## config.mk

```make
export PLATFORM = sky130hd
export DESIGN_NAME = led_pattern_sequencer
export DESIGN_NICKNAME = d
export VERILOG_FILES = /design/src/rtl/led_pattern_sequencer.sv
export SDC_FILE = /design/constraint.sdc
export NUM_CORES = 1
export LEC_CHECK = 0
export ABC_CLOCK_PERIOD_IN_PS = 2000
export BUFFER_PORTS_ARGS = -buffer_cell sky130_fd_sc_hd__buf_2
export CAP_MARGIN = 10
export CORE_UTILIZATION = 35
export CTS_BUF_LIST = sky130_fd_sc_hd__clkbuf_8
export CTS_CLUSTER_DIAMETER = 120
export DETAILED_ROUTE_END_ITERATION = 6
export MAX_ROUTING_LAYER = met4
export SLEW_MARGIN = 20
export SYNTH_ARGS = -nofsm -noshare
export SYNTH_HDL_FRONTEND = slang
export SYNTH_SLANG_ARGS = --single-unit
```

## constraint.sdc

```tcl
create_clock -name clk -period 2 [get_ports clk]
set_input_delay 0 -clock clk [delete_from_list [all_inputs] [get_ports clk]]
set_output_delay 0 -clock clk [all_outputs]
set_load 0.05 [all_outputs]
```

## src/rtl/led_pattern_sequencer.sv

```systemverilog
// rtl/led_pattern_sequencer.sv - LED bank scroll controller: step prescaler plus four-mode pattern sequencer
//
// Purpose:
//    Drives a red LED bank with a scrolling pattern and a green LED bank with a
//    one-hot mode indicator. A free-running prescaler produces one step per
//    2^DIV_EXP clocks. Each step moves the pattern according to the current
//    mode: rotate right, rotate left, bounce or blink. The mode advances on a
//    mode_next pulse. With auto_en set, it also advances after STEPS_PER_MODE
//    steps. A load pulse replaces the base pattern at runtime.
//
// Ports:
//    clk           in   system clock
//    reset         in   asynchronous, active-high reset
//    auto_en       in   enables automatic mode advance
//    mode_next     in   single-cycle pulse, advance to next mode
//    load          in   single-cycle pulse, capture load_pattern
//    load_pattern  in   [WIDTH] new base pattern
//    led_r         out  [WIDTH] current pattern (registered)
//    led_g         out  [WIDTH] one-hot mode indicator, bit[mode] set (registered)
//    mode          out  [2] current mode: 0=ROT_R, 1=ROT_L, 2=BOUNCE, 3=BLINK
//    step_tick     out  high for one clk cycle per step

module led_pattern_sequencer #(
   parameter int               WIDTH          = 8,
   parameter int               DIV_EXP        = 20,
   parameter int               STEPS_PER_MODE = 16,
   parameter logic [WIDTH-1:0] RESET_PATTERN  = 8'hC0
) (
   input  logic             clk,
   input  logic             reset,
   input  logic             auto_en,
   input  logic             mode_next,
   input  logic             load,
   input  logic [WIDTH-1:0] load_pattern,
   output logic [WIDTH-1:0] led_r,
   output logic [WIDTH-1:0] led_g,
   output logic [1:0]       mode,
   output logic             step_tick
);

   // Mode encodings; the increment order is the advance order.
   localparam logic [1:0] MODE_ROT_R  = 2'd0;
   localparam logic [1:0] MODE_ROT_L  = 2'd1;
   localparam logic [1:0] MODE_BOUNCE = 2'd2;
   localparam logic [1:0] MODE_BLINK  = 2'd3;

   // Bounce direction.
   localparam logic DIR_RIGHT = 1'b0;
   localparam logic DIR_LEFT  = 1'b1;

   localparam int              CNT_W     = (STEPS_PER_MODE > 1) ? $clog2(STEPS_PER_MODE) : 1;
   localparam logic [CNT_W-1:0] STEP_LAST = CNT_W'(STEPS_PER_MODE - 1);

   // ------------------------------------------------------------------
   // State
   // ------------------------------------------------------------------
   logic [DIV_EXP-1:0] prescaler;
   logic [WIDTH-1:0]   pat;
   logic [WIDTH-1:0]   base;
   logic [1:0]         mode_q;
   logic               dir;
   logic [CNT_W-1:0]   step_cnt;

   // ------------------------------------------------------------------
   // Next-state signals
   // ------------------------------------------------------------------
   logic [WIDTH-1:0]   pat_n;
   logic [WIDTH-1:0]   base_n;
   logic [1:0]         mode_n;
   logic               dir_n;
   logic [CNT_W-1:0]   cnt_n;
   logic [WIDTH-1:0]   led_g_n;

   logic [WIDTH-1:0]   rot_r;
   logic [WIDTH-1:0]   rot_l;
   logic [WIDTH-1:0]   step_pat;
   logic               step_dir;
   logic               auto_adv;

   // The tick is the all-ones prescaler state. The first tick therefore
   // lands in cycle 2^DIV_EXP after reset release, and it repeats with
   // that period regardless of loads or mode changes.
   assign step_tick = &prescaler;

   assign rot_r = {pat[0], pat[WIDTH-1:1]};
   assign rot_l = {pat[WIDTH-2:0], pat[WIDTH-1]};

   // Auto advance replaces the step that would have been the last one
   // in the current mode.
   assign auto_adv = step_tick && auto_en && (step_cnt == STEP_LAST);

   // ------------------------------------------------------------------
   // Per-mode step operation
   // ------------------------------------------------------------------
   always_comb begin
      step_pat = pat;
      step_dir = dir;
      case (mode_q)
         MODE_ROT_R: step_pat = rot_r;
         MODE_ROT_L: step_pat = rot_l;
         MODE_BOUNCE: begin
            // When both edge bits are set, the pattern cannot move without
            // one edge bit wrapping, so it holds. Otherwise the pattern
            // reverses as soon as a set bit reaches the edge it is moving
            // toward. This keeps the wrap path of the rotation unused.
            if (pat[0] && pat[WIDTH-1]) begin
               step_pat = pat;
            end else if ((dir == DIR_RIGHT) && pat[0]) begin
               step_dir = DIR_LEFT;
               step_pat = rot_l;
            end else if ((dir == DIR_LEFT) && pat[WIDTH-1]) begin
               step_dir = DIR_RIGHT;
               step_pat = rot_r;
            end else if (dir == DIR_LEFT) begin
               step_pat = rot_l;
            end else begin
               step_pat = rot_r;
            end
         end
         MODE_BLINK: step_pat = ~pat;
         default:    step_pat = pat;
      endcase
   end

   // ------------------------------------------------------------------
   // Priority: load > mode advance (manual or auto) > step
   // ------------------------------------------------------------------
   always_comb begin
      pat_n  = pat;
      base_n = base;
      mode_n = mode_q;
      dir_n  = dir;
      cnt_n  = step_cnt;

      if (load) begin
         // A coincident mode_next still advances the mode. The loaded
         // pattern is the one shown.
         base_n = load_pattern;
         pat_n  = load_pattern;
         dir_n  = DIR_RIGHT;
         cnt_n  = '0;
         if (mode_next) begin
            mode_n = mode_q + 2'd1;
         end
      end else if (mode_next || auto_adv) begin
         // Every mode starts from the base pattern with no shift on the
         // advancing edge. Any coincident step is dropped.
         mode_n = mode_q + 2'd1;
         pat_n  = base;
         dir_n  = DIR_RIGHT;
         cnt_n  = '0;
      end else if (step_tick) begin
         pat_n = step_pat;
         dir_n = step_dir;
         if (auto_en) begin
            cnt_n = step_cnt + 1'b1;
         end
      end

      // Holding auto_en low keeps the count clear. Re-enabling auto advance
      // therefore always gives the full number of steps.
      if (!auto_en) begin
         cnt_n = '0;
      end

      led_g_n = WIDTH'(1) << mode_n;
   end

   // ------------------------------------------------------------------
   // Registers
   // ------------------------------------------------------------------
   always_ff @(posedge clk or posedge reset) begin
      if (reset) begin
         prescaler <= '0;
         pat       <= RESET_PATTERN;
         base      <= RESET_PATTERN;
         mode_q    <= MODE_ROT_R;
         dir       <= DIR_RIGHT;
         step_cnt  <= '0;
         led_r     <= RESET_PATTERN;
         led_g     <= WIDTH'(1);
      end else begin
         prescaler <= prescaler + 1'b1;
         pat       <= pat_n;
         base      <= base_n;
         mode_q    <= mode_n;
         dir       <= dir_n;
         step_cnt  <= cnt_n;
         led_r     <= pat_n;
         led_g     <= led_g_n;
      end
   end

   assign mode = mode_q;

endmodule

```

Word-level counts from Yosys, hierarchy flattened
Index checks and enable logic that the tools add are counted.
Word-level totals
  register bits after elaboration: 51
  latch bits: 0
  memory bits (writable): 0
  memory bits (read-only): 0
  bits of input ports: 13
  output and inout port bits: 19
  word-level logic and storage cells: 55
  memories: 0
Operators by class
  add/subtract/negate cells: 3
  multipliers: 0
  divide/modulo/power cells: 0
  order comparisons: 0
  equality and inequality tests: 7
  shifts and indexed selects: 1
  muxes and demuxes: 22
  bitwise operators: 2
  reductions and logical operators: 13
Operators by type and width (count)
  two-way mux 8 bit: 7
  case mux 8 bit (4 select lines): 1
  adder 20 x 1 -> 20 bit, second input constant: 1
  AND reduction 20 bit: 1
  two-way mux 4 bit: 4
  inverter 8 bit: 1
  << shifter 1 x 2 -> 8 bit, first input constant: 1
  two-way mux 1 bit: 7
  two-way mux 2 bit: 3
  nonzero test 3 bit: 2
  logical AND 1 bit: 5
  adder 4 x 1 -> 4 bit, second input constant: 1
  == test 2 bit, second input constant: 2
  == test 4 bit, second input constant: 1
  != test 4 x 1 -> 1 bit, second input constant: 1
  != test 4 bit, second input constant: 1
  AND reduction 4 bit: 1
  nonzero test 4 bit: 1
  != test 3 x 2 -> 1 bit, second input constant: 1
  adder 2 x 1 -> 2 bit, second input constant: 1
  == test 2 x 1 -> 1 bit, second input constant: 1
  logical NOT 2 bit: 1
  AND reduction 2 bit: 1
  logical OR 1 bit: 1
  inverter 1 bit: 1

Depth between registers and ports, before layout
  word-level depth: 8
  gate-level depth with buffers: 9
  depth with buffers taken out: 8

Least setup slack after synthesis
OpenSTA, ideal clock, no wires.
  kind: register to register
  start point: register mode_q[0] (netlist: mode[0])
  end point: register pat[6]
  setup time: 77 ps
  arrival: 2305 ps
  data required time: 1923 ps
  slack: -383 ps
  stages on the path, launching flop included: 10
  path buffers: 1
  clock period less this slack: 2383 ps
  path through: dfrtp_1 -> inv_1 -> ha_1 -> clkbuf_1 -> o21a_1 -> o21ai_0 -> o21ai_0 -> a2111oi_0 -> o21ai_0 -> o21a_1
Between the ends
  longest elaborated chain between the ends: 5
  elaborated cells on any way between the ends: 10
  those cells by class: eq/ne: 4; mux: 4; reduce/logical: 2
Ends and longest elaborated chain
  from (decl): line 60  | logic [1:0] mode_q;
  from (signal assigned): line 186  | mode_q <= mode_n;
  == test 2 bit, or another cell as far along: line 98  | case (mode_q)
  case mux 8 bit (4 select lines): line 98
  two-way mux 8 bit: line 152  | end else if (step_tick) begin
  two-way mux 8 bit: line 145  | end else if (mode_next || auto_adv) begin
  two-way mux 8 bit: line 135  | if (load) begin
  to (signal assigned): line 184  | pat <= pat_n;
  to (decl): line 58  | logic [WIDTH-1:0] pat;
Parallel ways exist; a longest one is shown, timed or not. The select of a mux whose other input is x is not followed.
A chain may end at the register's enable or synchronous reset.

Worst setup path in the final report
Ends and elaborated chain as after synthesis.

==> run_results.csv <==
group,metric,value,unit
placement,dp_cells,378,
clock_network,cts_sinks,47,
layout,final_core_util,0.439,
detailed_routing,routed_wl,5120,microns
sta,slew_violations,0,
clock_network,clockBufferDepth,2,
detailed_routing,drt_iter0_drc,125,
sta,tightest_slew,0.520,ns
global_routing,grt_pass1_wl,8890,microns
synth,syn_avg_cell_area,10.0,sq um
synth,ys_top_cells_by_count,"dfrtp_1 (42), nand2_1 (26), o21ai_0 (21)",
synth,yosysTopAreaCell,"dfrtp_1",
clock_network,root_buffer,"clkbuf_8",
sta,setup_viol,0,
clock_network,numCtsBuffers,5,
synth,syn_area,2560,sq um
sta,fmax,0.531,GHz
synth,synth_area_leaders,"dfrtp_1 (41%), dfstp_2 (5.1%), xnor2_1 (5.1%)",
synth,synthCells,255,
status,status,"completed",
synth,synth_top_area_share,0.411,
layout,fin_cells,398,
clock_network,worstSkewPairLatency,0.30,ns
sta,rsz0062_at_grt,"yes",
power_and_ir_drop,ir_drop,0.301,mV
floorplanning,die_x,87.5,microns
placement,portBuffers,27,
floorplanning,die_area,7660,sq um
critical_path,critPathCaptureType,"flop",
synth,synthArstFlopShare,1.00,
global_routing,grt_max_degree,25,
critical_path,arrival,2.12,ns
synth,synth_top_family_by_area,"compound AO/OA/AOI/OAI gates",
global_routing,grt_overflow_total,0,
power_and_ir_drop,p_per_area,888,nW/um^2
synth,ys_seq_elements,47,
critical_path,cp-start-kind,"flop",
detailed_routing,viasPerCell,4.92,
sta,final.setup.tns,0,ns
global_routing,grt_usage,0.155,
detailed_routing,dr_total_vias,1958,
detailed_routing,ant_nets,0,
sta,period_share,0.942,
hold_path,hold_path.class,"in2reg",
synth,synth_most_common_cell,"dfrtp_1",
critical_path,crit_type,"reg2reg",
synth,yosys_warnings,0,
clock_network,path_clk_slew,0.09,ns
sta,hold_viol_final,0,
detailed_routing,drtPass1Iterations,4,
global_routing,antenna_found_initial,0,
synth,synth.distinct_cells,48,
critical_path,cp_max_fo,8,
synth,synth-simple-area-share,0.162,
sta,holdWs,0.0383,ns
clock_network,htree_levels,2,
layout,antenna_cells,0,
detailed_routing,wl_per_cell,12.9,microns
layout,multi_input_area,1250,sq um
floorplanning,dieHeight,87.5,microns
layout,regArea,1190,sq um
critical_path,rrSetupSlack,0.12,ns
floorplanning,initial_core_util,0.368,
synth,synthAdderAreaFrac,0.0293,
layout,fillers,696,
job,maxCapViolations,0,
layout,nNetsFinal,320,
sta,slew_headroom,0.653,
layout,area_growth_syn_to_layout,19.1,%
power_and_ir_drop,p_leak,1.40,nW
placement,hpwlAfterDp,3740,microns
layout,drive_above_1_share,0.258,
synth,synth_ff_type,"dfrtp_1",
floorplanning,core,6940,sq um
synth,synth_seq_area_share,0.462,
sta,skew,0.00277,ns
placement,place.gp.congestion,0.799,
synth,synth.area.mux_share,0.00440,
global_routing,grt_pass1_vias,1872,
critical_path,cp.required,2.24,ns
detailed_routing,drc,0,
layout,final_area,3050,sq um
synth,synth_edf_count,0,
sta,min_period,1.88,ns
clock_network,cts_tree,"yes",
floorplanning,io_pins,32,
synth,synth-xor-area-share,0.0753,
synth,synth_compound_area_frac,0.208,
floorplanning,rows,30,
placement,place_area,2840,sq um
[cell type report]
cell class / count / area share
Tap cell: 96 / 0.0394
Multi-Input combinational cell: 180 / 0.411
Inverter: 18 / 0.0222
Clock inverter: 3 / 0.00534
Clock buffer: 5 / 0.0226
Timing Repair Buffer: 49 / 0.110
Sequential cell: 47 / 0.390
[per-layer routing]
layer  vias up  global-route usage  share of wire
li1        992                   -              -
met3         7              0.0294          0.031
met2        39               0.242           0.46
met1       920               0.206           0.50
met5         -                   -              0
met4         0              0.0402          0.010
[kinds of logic after synthesis]
group | Yosys count
buffers and inverters | 31
flip-flops | 47
adder cells (fa/ha/maj) | 6
multiplexers | 1
XOR/XNOR | 22
AND/OR/NAND/NOR | 72
other | 1
AO/OA/AOI/OAI | 75
[placed cells by master (no fill, tap or decap), types with 3 or more instances in the layout]
cell type      count
buf_4             12
buf_2             27
nor2_1            10
a21oi_1           14
nand2b_1           3
nand2_1           26
inv_1             16
nand4_1            4
a31oi_1            3
nand3_1           14
a2bb2oi_1          4
conb_1             4
ha_1               4
o21a_1             3
dfstp_2            5
inv_2              3
xnor2_1           15
dfrtp_1           40
dlygate4sd3_1      9
o21ai_0           21
a211o_1            5
a221oi_1           4
xor2_1             7
clkbuf_8           5
[stage by stage]
stage               power, mW  setup slack [ns]
finish                   2.71             0.116
global route             2.87          -0.00545
CTS                      2.72            0.0349
detailed placement       2.14            0.0515
global placement         2.14            0.0302
floorplan                1.92            0.0317
[where the power goes]
part | leakage [nW] | internal, mW | switching [mW]
sequential | 0.589 | 1.05 | 0.0647
clock | 0.0453 | 0.240 | 0.320
combinational | 0.762 | 0.339 | 0.690
total | 1.40 | 1.63 | 1.07
[timing repair]
item                                   in CTS  in global routing
endpoints found under the hold margin      34                  0
setup endpoints to repair                   0                 10
hold buffers                                9                  0
buffers inserted                            0                  3
resized for setup                           0                  6
[critical path, cell delays in order (launching register included)]
cell       delay [ns]
dfrtp_4          0.48
buf_4            0.17
ha_2             0.23
o21ai_0          0.20
o21ai_0          0.12
a2111oi_1        0.38
o21ai_0          0.13
o21a_1           0.11
[state kept, by name (all words and copies together), names as in the netlist]
name,count
led_g,4
dir,1
pat,8
prescaler,20
base,8
mode,2
step_cnt,4
[final timing paths]
check,cells after the start,endpoint,start
max,7,pat[6],mode[0]
min,2,dir,load
max reg2reg,7,pat[6],mode[0]
min reg2reg,1,prescaler[3],prescaler[3]
max in group asynchronous,4,led_g[0],reset
min in group asynchronous,3,prescaler[7],reset
No activity file was read; power rests on OpenSTA's default activity.
